<file path="src/rtl/alarm_pkg.sv">
// Shared types and default timing constants for the alarm buzzer sequencer.
// Defaults are derived from the 31.5 MHz video clock.
package alarm_pkg;

   typedef enum logic [1:0] {
      OFF     = 2'd0,
      ARMED   = 2'd1,
      RINGING = 2'd2,
      SNOOZE  = 2'd3
   } alarm_state_e;

   localparam int CLK_HZ  = 31_500_000;
   localparam int TONE_HZ = 3_150;

   localparam int TONE_HALF_DEF      = CLK_HZ / (2 * TONE_HZ);
   localparam int CADENCE_ON_DEF     = CLK_HZ / 2;
   localparam int SNOOZE_S_DEF       = 300;
   localparam int RING_TIMEOUT_S_DEF = 60;

   localparam int HOUR_W    = 4;
   localparam int MIN_W     = 6;
   localparam int TIMEOUT_W = 6;
   localparam int SNOOZE_W  = 9;
   localparam int CAD_W     = 24;
   localparam int TONE_W    = 13;

endpackage

</file>
<file path="src/rtl/alarm_sequencer_if.sv">
// Time/alarm registers, button pulses and alarm status between the clock top
// (master) and the alarm sequencer (slave).
interface alarm_sequencer_if;
   import alarm_pkg::*;

   logic              sec_tick;
   logic [HOUR_W-1:0] hours;
   logic [MIN_W-1:0]  minutes;
   logic [HOUR_W-1:0] al_hours;
   logic [MIN_W-1:0]  al_minutes;
   logic              toggle_pulse;
   logic              snooze_pulse;
   logic              buzzer_out;
   logic              al_on;
   logic              ringing;
   logic              snoozing;

   modport master (
      output sec_tick, hours, minutes, al_hours, al_minutes,
             toggle_pulse, snooze_pulse,
      input  buzzer_out, al_on, ringing, snoozing
   );

   modport slave (
      input  sec_tick, hours, minutes, al_hours, al_minutes,
             toggle_pulse, snooze_pulse,
      output buzzer_out, al_on, ringing, snoozing
   );

endinterface

</file>
<file path="src/rtl/buzzer_pattern_gen.sv">
// Square-wave tone gated by a per-second cadence window. pattern_o reflects the
// values the registers are about to take, so the caller can register it alongside.
module buzzer_pattern_gen
   import alarm_pkg::*;
#(
   parameter int TONE_HALF  = TONE_HALF_DEF,
   parameter int CADENCE_ON = CADENCE_ON_DEF
) (
   input  logic video_clk,
   input  logic reset,
   input  logic enable_i,
   input  logic restart_i,
   input  logic sec_tick_i,
   output logic pattern_o
);

   localparam logic [TONE_W-1:0] TONE_LAST = TONE_W'(TONE_HALF - 1);
   localparam logic [CAD_W-1:0]  CAD_LIM   = CAD_W'(CADENCE_ON);

   logic              tone_q, tone_d;
   logic [TONE_W-1:0] tone_cnt_q, tone_cnt_d;
   logic [CAD_W-1:0]  cad_cnt_q, cad_cnt_d;

   always_comb begin
      tone_d     = tone_q;
      tone_cnt_d = tone_cnt_q;
      cad_cnt_d  = cad_cnt_q;
      if (restart_i) begin
         tone_d     = 1'b1;
         tone_cnt_d = '0;
         cad_cnt_d  = '0;
      end else if (enable_i) begin
         if (tone_cnt_q >= TONE_LAST) begin
            tone_cnt_d = '0;
            tone_d     = ~tone_q;
         end else begin
            tone_cnt_d = tone_cnt_q + TONE_W'(1);
         end
         // Cadence window reopens every second, then holds closed at the limit.
         if (sec_tick_i) begin
            cad_cnt_d = '0;
         end else if (cad_cnt_q < CAD_LIM) begin
            cad_cnt_d = cad_cnt_q + CAD_W'(1);
         end
      end
   end

   assign pattern_o = tone_d & (cad_cnt_d < CAD_LIM);

   always_ff @(posedge video_clk) begin
      if (reset) begin
         tone_q     <= 1'b0;
         tone_cnt_q <= '0;
         cad_cnt_q  <= '0;
      end else begin
         tone_q     <= tone_d;
         tone_cnt_q <= tone_cnt_d;
         cad_cnt_q  <= cad_cnt_d;
      end
   end

endmodule

</file>
<file path="src/rtl/alarm_sequencer.sv">
// Alarm arm/ring/snooze/timeout state machine for the 12-hour VGA clock.
// All status outputs and the buzzer are registered from the next state.
module alarm_sequencer
   import alarm_pkg::*;
#(
   parameter int TONE_HALF      = TONE_HALF_DEF,
   parameter int CADENCE_ON     = CADENCE_ON_DEF,
   parameter int SNOOZE_S       = SNOOZE_S_DEF,
   parameter int RING_TIMEOUT_S = RING_TIMEOUT_S_DEF
) (
   input logic               video_clk,
   input logic               reset,
   alarm_sequencer_if.slave  bus
);

   localparam logic [TIMEOUT_W-1:0] TIMEOUT_LAST = TIMEOUT_W'(RING_TIMEOUT_S - 1);
   localparam logic [SNOOZE_W-1:0]  SNOOZE_LOAD  = SNOOZE_W'(SNOOZE_S);

   alarm_state_e         state_q, state_d;
   logic                 eq, eq_q, match;
   logic [TIMEOUT_W-1:0] timeout_q, timeout_d;
   logic [SNOOZE_W-1:0]  snooze_q, snooze_d;
   logic                 ring_d, ring_entry, pattern;
   logic                 buzzer_q, al_on_q, ringing_q, snoozing_q;

   assign eq    = (bus.hours == bus.al_hours) && (bus.minutes == bus.al_minutes);
   assign match = eq & ~eq_q;

   always_comb begin
      state_d   = state_q;
      timeout_d = timeout_q;
      snooze_d  = snooze_q;
      if (bus.toggle_pulse) begin
         state_d = (state_q == OFF) ? ARMED : OFF;
      end else begin
         case (state_q)
            ARMED: begin
               if (match) state_d = RINGING;
            end
            RINGING: begin
               if (bus.snooze_pulse) begin
                  state_d  = SNOOZE;
                  snooze_d = SNOOZE_LOAD;
               end else if (bus.sec_tick) begin
                  if (timeout_q >= TIMEOUT_LAST) state_d = ARMED;
                  else timeout_d = timeout_q + TIMEOUT_W'(1);
               end
            end
            SNOOZE: begin
               if (bus.sec_tick) begin
                  if (snooze_q <= SNOOZE_W'(1)) begin
                     state_d  = RINGING;
                     snooze_d = '0;
                  end else begin
                     snooze_d = snooze_q - SNOOZE_W'(1);
                  end
               end
            end
            default: ;
         endcase
      end
      // Every entry into RINGING starts a fresh unattended-ring timeout.
      if (state_d == RINGING && state_q != RINGING) timeout_d = '0;
   end

   assign ring_d     = (state_d == RINGING);
   assign ring_entry = ring_d && (state_q != RINGING);

   buzzer_pattern_gen #(
      .TONE_HALF  (TONE_HALF),
      .CADENCE_ON (CADENCE_ON)
   ) u_pattern (
      .video_clk  (video_clk),
      .reset      (reset),
      .enable_i   (ring_d),
      .restart_i  (ring_entry),
      .sec_tick_i (bus.sec_tick),
      .pattern_o  (pattern)
   );

   always_ff @(posedge video_clk) begin
      if (reset) begin
         state_q    <= OFF;
         eq_q       <= 1'b0;
         timeout_q  <= '0;
         snooze_q   <= '0;
         buzzer_q   <= 1'b0;
         al_on_q    <= 1'b0;
         ringing_q  <= 1'b0;
         snoozing_q <= 1'b0;
      end else begin
         state_q    <= state_d;
         eq_q       <= eq;
         timeout_q  <= timeout_d;
         snooze_q   <= snooze_d;
         buzzer_q   <= ring_d & pattern;
         al_on_q    <= (state_d != OFF);
         ringing_q  <= ring_d;
         snoozing_q <= (state_d == SNOOZE);
      end
   end

   assign bus.buzzer_out = buzzer_q;
   assign bus.al_on      = al_on_q;
   assign bus.ringing    = ringing_q;
   assign bus.snoozing   = snoozing_q;

endmodule
</file>
<file path="src/flat_wrapper.sv">
// flat-port wrapper written by rule: the top's interface ports become plain ports
module alarm_sequencer_flat import alarm_pkg::*;
#(
   parameter int TONE_HALF      = TONE_HALF_DEF,
   parameter int CADENCE_ON     = CADENCE_ON_DEF,
   parameter int SNOOZE_S       = SNOOZE_S_DEF,
   parameter int RING_TIMEOUT_S = RING_TIMEOUT_S_DEF
)
  (video_clk, reset, bus_sec_tick, bus_hours, bus_minutes, bus_al_hours, bus_al_minutes, bus_toggle_pulse, bus_snooze_pulse, bus_buzzer_out, bus_al_on, bus_ringing, bus_snoozing);
  alarm_sequencer_if bus_i ();
  input logic video_clk;
  input logic reset;
  input wire logic [$bits(bus_i.sec_tick)-1:0] bus_sec_tick;
  input wire logic [$bits(bus_i.hours)-1:0] bus_hours;
  input wire logic [$bits(bus_i.minutes)-1:0] bus_minutes;
  input wire logic [$bits(bus_i.al_hours)-1:0] bus_al_hours;
  input wire logic [$bits(bus_i.al_minutes)-1:0] bus_al_minutes;
  input wire logic [$bits(bus_i.toggle_pulse)-1:0] bus_toggle_pulse;
  input wire logic [$bits(bus_i.snooze_pulse)-1:0] bus_snooze_pulse;
  output wire logic [$bits(bus_i.buzzer_out)-1:0] bus_buzzer_out;
  output wire logic [$bits(bus_i.al_on)-1:0] bus_al_on;
  output wire logic [$bits(bus_i.ringing)-1:0] bus_ringing;
  output wire logic [$bits(bus_i.snoozing)-1:0] bus_snoozing;
  assign bus_i.sec_tick = bus_sec_tick;
  assign bus_i.hours = bus_hours;
  assign bus_i.minutes = bus_minutes;
  assign bus_i.al_hours = bus_al_hours;
  assign bus_i.al_minutes = bus_al_minutes;
  assign bus_i.toggle_pulse = bus_toggle_pulse;
  assign bus_i.snooze_pulse = bus_snooze_pulse;
  assign bus_buzzer_out = bus_i.buzzer_out;
  assign bus_al_on = bus_i.al_on;
  assign bus_ringing = bus_i.ringing;
  assign bus_snoozing = bus_i.snoozing;
  alarm_sequencer #(.TONE_HALF(TONE_HALF), .CADENCE_ON(CADENCE_ON), .SNOOZE_S(SNOOZE_S), .RING_TIMEOUT_S(RING_TIMEOUT_S)) u_core (.video_clk(video_clk), .reset(reset), .bus(bus_i));
endmodule
</file>
<file path="config.mk">
export PLATFORM = sky130hd
export DESIGN_NAME = alarm_sequencer_flat
export DESIGN_NICKNAME = d
export VERILOG_FILES = /design/src/rtl/alarm_pkg.sv /design/src/rtl/alarm_sequencer_if.sv /design/src/rtl/buzzer_pattern_gen.sv /design/src/rtl/alarm_sequencer.sv /design/src/flat_wrapper.sv
export SDC_FILE = /design/constraint.sdc
export NUM_CORES = 1
export LEC_CHECK = 0
export CAP_MARGIN = 20
export CORE_ASPECT_RATIO = 1.1
export CORE_UTILIZATION = 25
export DETAILED_ROUTE_END_ITERATION = 10
export DONT_BUFFER_PORTS = 1
export GPL_ROUTABILITY_DRIVEN = 0
export GPL_TIMING_DRIVEN = 0
export PLACE_DENSITY = 0.43
export SYNTH_ARGS = -nofsm -noshare
export SYNTH_HDL_FRONTEND = slang
export SYNTH_SLANG_ARGS = --single-unit
</file>
<file path="constraint.sdc">
create_clock -name video_clk -period 3.8 [get_ports video_clk]
set_clock_uncertainty 0.15 [all_clocks]
set_input_delay 1.14 -clock video_clk [delete_from_list [all_inputs] [get_ports video_clk]]
set_output_delay 1.14 -clock video_clk [all_outputs]
set_load 0.03 [all_outputs]
</file>
==> After elaboration in Yosys (flattened, before gate mapping) <==
Cells that the tools add are included.
{ "totals": {"reg_bits": 60, "out_inout_bits": 4} }
{ "op_classes": {"add_sub_neg": 4, "magnitude_cmp": 5, "eq_ne": 10, "n_mux": 21, "n_bitwise": 8, "reduce_logical": 8} }
{ "ops": {"columns": ["cell", "n"], "rows": [
  ["2-to-1 mux 24 bit", 4],
  ["less-than comparator 24 bit, second input constant", 2],
  ["2-to-1 mux 9 bit", 3],
  ["adder 24 x 1 -> 24 bit, second input constant", 1],
  ["one-hot mux 9 bit (2 select lines)", 1],
  ["2-to-1 mux 2 bit", 7],
  ["adder 13 x 1 -> 13 bit, second input constant", 1],
  [">= comparator 13 bit, second input constant", 1],
  ["2-to-1 mux 13 bit", 1],
  ["<= comparator 9 x 1 -> 1 bit, second input constant", 1],
  ["subtractor 9 x 1 -> 9 bit, second input constant", 1],
  ["== test 2 bit, second input constant", 4],
  ["adder 6 x 1 -> 6 bit, second input constant", 1],
  ["== test 6 bit", 1],
  [">= comparator 6 bit, second input constant", 1],
  ["!= test 2 bit, second input constant", 3],
  ["one-hot mux 2 bit (3 select lines)", 1],
  ["inverter 1 bit", 5],
  ["AND reduction 5 bit", 1],
  ["== test 4 bit", 1],
  ["2-to-1 mux 1 bit", 4],
  ["AND reduction 4 bit", 1],
  ["nonzero test 2 bit", 2],
  ["bitwise AND 1 bit", 3],
  ["other kinds (4)", 5]
]} }

==> Logic depth before layout (Yosys ltp) <==
{ "logic_depth": {"word_depth": 12, "depth_mapped": 11, "depth_no_buf": 10} }

==> Modules after synthesis <==
Synthesis repeated with hierarchy kept, for this count alone.
{ "hier_totals": {"hier_cells": 390, "hier_area_um2": 3316.9} }
{ "by_module_without_submodules": {"columns": ["module", "instances", "cells_each", "area_per_inst_um2", "seq_area_each_um2"], "rows": [
  ["buzzer_pattern_gen", 1, 245, 2031.9, 760.7],
  ["alarm_sequencer", 1, 145, 1285.0, 440.4]
]} }

==> Least setup slack after synthesis <==
No wires, ideal clock.
{ "synth_timing": {"path_type": "input -> register", "start": "input bus_al_minutes[3]", "end": "register u_core.buzzer_q, in the netlist u_core.bus.buzzer_out", "setup_time_ns": 0.128, "t_arrival_ns": 3.433, "t_required_ns": 3.522, "path_slack_ns": 0.089, "path_stages": 9, "n_path_buf": 0, "path_cell_list": "xor2_1 > nor4_1 > o2111a_1 > o211ai_2 > nor4_1 > xnor2_1 > or4b_4 > a2111oi_4 > o31ai_1"} }
{ "synth_via": {"elab_chain_cells": 12, "word_cells_on_any_way": 15, "cone_classes": "order compare: 1; eq/ne: 2; mux: 7; bitwise: 3; reduce/logical: 2"} }
{ "synth_rtl": {"columns": ["item", "line", "text"], "rows": [
  ["from (decl)", "flat_wrapper.sv:17", "input wire logic [$bits(bus_i.al_minutes)-1:0] bus_al_minutes;"],
  ["== test 6 bit (*)", "alarm_sequencer.sv:26", "assign eq = (bus.hours == bus.al_hours) && (bus.minutes == bus.al_minutes);"],
  ["logical AND 1 bit (*)", "alarm_sequencer.sv:26", null],
  ["bitwise AND 1 bit (*)", "alarm_sequencer.sv:27", "assign match = eq & ~eq_q;"],
  ["2-to-1 mux 2 bit (*)", "alarm_sequencer.sv:38", "if (match) state_d = RINGING;"],
  ["one-hot mux 2 bit (3 select lines) (*)", "alarm_sequencer.sv:36", "case (state_q)"],
  ["2-to-1 mux 2 bit (*)", "alarm_sequencer.sv:33", "if (bus.toggle_pulse) begin"],
  ["== test 2 bit (*)", "alarm_sequencer.sv:66", "assign ring_d = (state_d == RINGING);"],
  ["2-to-1 mux 24 bit or logical AND 1 bit (tied branches)", "buzzer_pattern_gen.sv:32, alarm_sequencer.sv:67", null],
  ["2-to-1 mux 24 bit", "buzzer_pattern_gen.sv:28", "if (restart_i) begin"],
  ["less-than comparator 24 bit", "buzzer_pattern_gen.sv:48", "assign pattern_o = tone_d & (cad_cnt_d < CAD_LIM);"],
  ["bitwise AND 1 bit", "buzzer_pattern_gen.sv:48", null],
  ["bitwise AND 1 bit (*)", "alarm_sequencer.sv:96", "buzzer_q <= ring_d & pattern;"],
  ["to (signal assigned)", "alarm_sequencer.sv:96", null],
  ["to (decl)", "alarm_sequencer.sv:24", "logic buzzer_q, al_on_q, ringing_q, snoozing_q;"]
]} }
Every way passes the cells marked *; elsewhere a longest branch is shown, timed or not.
A chain may end at the register's enable or synchronous reset.

==> Final worst setup path <==
{ "layout_timing": {"start": "input bus_al_minutes[2]", "end": "register u_core.buzzer_q, in the netlist u_core.bus.buzzer_out"} }
Same word-level chain as after synthesis.

==> metrics.cfg <==
[outcome]
status=complete, but fails checks
violations=DRC

[sta]
maxSlewViolCount=0
setup-violations-final=0
fin_ws_ps=223
worst_pin_slew_ps=964
rsz0062_at_grt=false
layout_worst_path_cycle_share=0.941
fin_crit_ps=3580
timing.fmax_mhz=280
slew-limit-headroom=0.348
hold_viol_final=0

[clock_network]
path_clk_slew_ps=60
cts_hold_buffers=0
cts_tree=built
clk_latency_ps=330
cts_sinks=60
numCtsBuffers=9
post_cts_buffers=0
cts_root_buf=clkbuf_16
clockBufferDepth=2
htreeDepth=3

[setup_path]
r2r-end=u_core.bus.buzzer_out$_SDFF_PP0_
required_ps=3850
cp_num_buf_inv=0
slowest_stage=or4b_4
cp_top_family=simple AND/OR/NAND/NOR gates
worst_setup_path_start_kind=primary input
worstPathMaxFanout=4
crit_chain=xor2_1 > nor4_2 > o2111a_2 > o211ai_2 > nor4_2 > xnor2_2 > or4b_4 > a2111oi_4 > o31ai_1
rrSetupSlack_ps=420
r2r-start=u_core.timeout_q[0]$_SDFFE_PP0P_
max_stage_delay_ps=530
critPathKind=in -> reg
cp.arrival_ps=3630
critPathCaptureType=register
path_common_cell=nor4_2
worstRegToRegCells=10

[finish]
final_cell_mix=65 x nor2_1, 60 x dfxtp_1, 28 x nand2_1
layout_commonest_cell=nor2_1
layout.nets=446
n_antenna_cell=0
design_area_sq_um=3840
drive_above_1_share=0.0784
syn2layout_area_growth_pct=16.0

[floorplan]
initial_core_util=0.260
dieArea_sq_um=13700
core_area_sq_um=12800
die_h_um=123
rows=43
io_pins=29
die_x_um=112

[global_routing]
overflow=0
grt_pass1_vias=2707
grt_max_degree=11
grt_pass1_wl_um=13200
antenna_found_initial=0
grt.total_usage=0.123

[worst_hold_path]
holdPathStages=2
hp-class=reg -> reg
holdPathEnd=u_core.u_pattern.tone_cnt_q[12]$_SDFFE_PP0N_
hp-start=u_core.u_pattern.tone_cnt_q[12]$_SDFFE_PP0N_

[yosys]
syn_inst=405
ys_types=59
netlist_area_sq_um=3310
ys_seq_area_frac=0.363
syn-num-nets=435
synth_edf_count=0
synth-main-ff-cell=dfxtp_1
synth_seq_cells=60
ys_warn_count=0
avgSynthCellArea_sq_um=8.17
async_flop_share=0

[detailed_routing]
vias=2822
drc=1
first_iter_violations=107
dr.pass1.iters=9
drt-total-wl_um=7700
vias_per_cell=4.88
avgRoutedWirePerCell_um=13.3
ant_nets=0

[place]
pre_cts_ws_ps=-366
hpwlAfterDp_um=5670
place_area_sq_um=3510
io_buffers=0

[pwr]
pwr-share-seq=0.422
clkPwrFrac=0.550
swShare=0.210
p_switching_mw=0.315
power_frac_comb=0.028
power.density_nw_per_um2=391
power_leakage_nw=1.24
ir_drop_mv=0.196
power.internal_mw=1.19

[job]
drv_cap=0

## power groups by stage
stage / Combinational [mW] / Clock [mW] / Sequential [mW]
5_1_grt: 0.0471 / 0.889 / 0.633
4_1_cts: 0.0421 / 0.854 / 0.633
2_1_floorplan: 0.0300 / 0 / 0.647
3_5_place_dp: 0.0399 / 0 / 0.647
6_report: 0.0413 / 0.826 / 0.634
3_3_place_gp: 0.0391 / 0 / 0.647
## cell families (layout without fill, tap and decap cells)
| family | count (synthesis) | in the layout | share of synthesized area |
|---|---|---|---|
| and+or+nand+nor | 198 | 198 | 0.308 |
| DFF | 60 | 60 | 0.363 |
| buffers and inverters | 23 | 39 | 0.0283 |
| adders and majority gates | 5 | 5 | 0.0189 |
| xor gates and xnor gates | 45 | 45 | 0.119 |
| AOI/OAI and AO/OA | 70 | 70 | 0.150 |
| muxes | 4 | 4 | 0.0128 |
## layer usage
| layer | track usage | part of all wire | wire (um) | up-vias |
|---|---|---|---|---|
| li1 | - | - | - | 1469 |
| met1 | 0.157 | 0.50 | 3860 | 1289 |
| met2 | 0.190 | 0.44 | 3370 | 53 |
| met3 | 0.0380 | 0.041 | 314 | 11 |
| met4 | 0.0557 | 0.020 | 153 | 0 |
| met5 | 0 | 0 | 0 | - |
## cell type report
class	instances	area (sq um)
Tap cell	157	196
Sequential cell	60	1200
Buffer	14	61.3
Clock buffer	12	256
Multi-Input combinational cell	322	2040
Fill cell	1345	8910
Clock inverter	4	47.5
Inverter	9	33.8
## per-stage QoR
stage	utilization	TNS [ps]	total power [mW]	hold slack, ps	cells
global route	0.301	0	1.57	351	578
floorplan	-	0	0.677	287	405
detailed placement	0.275	-1200	0.687	316	562
global placement	0.275	-854	0.686	312	562
finish	0.301	0	1.50	322	578
CTS	0.300	0	1.53	324	578
## cell usage after synthesis (all sizes together), types with 4 or more instances
master	count	area share
o2111ai	4	0.011
xnor2	18	0.048
nand4	12	0.023
a21oi	20	0.030
nor2b	7	0.013
nor3	21	0.032
o31ai	6	0.014
or3	5	0.0094
dfxtp	60	0.36
clkbuf	10	0.011
nand3	16	0.024
and3	7	0.013
nand2b	8	0.015
nand2	28	0.032
o21ai	13	0.020
nor4	9	0.022
xor2	27	0.071
buf	4	0.0068
ha	5	0.019
inv	9	0.010
nor2	65	0.074
## worst reg2reg max path: stages (launching register included)
cell and delay (ps):
dfxtp_1 320, ha_1 230, o2111ai_1 350, o221ai_1 210
a31oi_2 270, o211ai_2 200, nor4_2 330, xnor2_2 200
or4b_4 530, a2111oi_4 360, o31ai_1 100
## worst max path at each step
stage / from / slack [ps] / cells after the start / end
floorplan: bus_al_minutes[3] / 90 / 9 / u_core.bus.buzzer_out$_SDFF_PP0_
global placement: bus_al_minutes[5] / -410 / 9 / u_core.bus.buzzer_out$_SDFF_PP0_
detailed placement: bus_al_minutes[5] / -370 / 9 / u_core.bus.buzzer_out$_SDFF_PP0_
CTS: bus_sec_tick / 20 / 9 / u_core.bus.buzzer_out$_SDFF_PP0_
global route: bus_al_minutes[2] / 5 / 9 / u_core.bus.buzzer_out$_SDFF_PP0_
finish: bus_al_minutes[2] / 220 / 9 / u_core.bus.buzzer_out$_SDFF_PP0_
## state kept, by name, summed over array words and instances (netlist names)
signal and cells:
u_core.u_pattern.cad_cnt_q 24, u_core.u_pattern.tone_cnt_q 13, u_core.snooze_q 9, u_core.timeout_q 6, u_core.state_q 2, u_core.bus.al_on 1, u_core.bus.buzzer_out 1, u_core.bus.ringing 1
u_core.bus.snoozing 1, u_core.eq_q 1, u_core.u_pattern.tone_q 1
## timing repair
item	in CTS	in global routing
resized for setup	2	5
pin swaps	0	1
setup endpoints to repair	1	1
hold endpoints to repair	0	0
(Power assumes the default switching activity.)
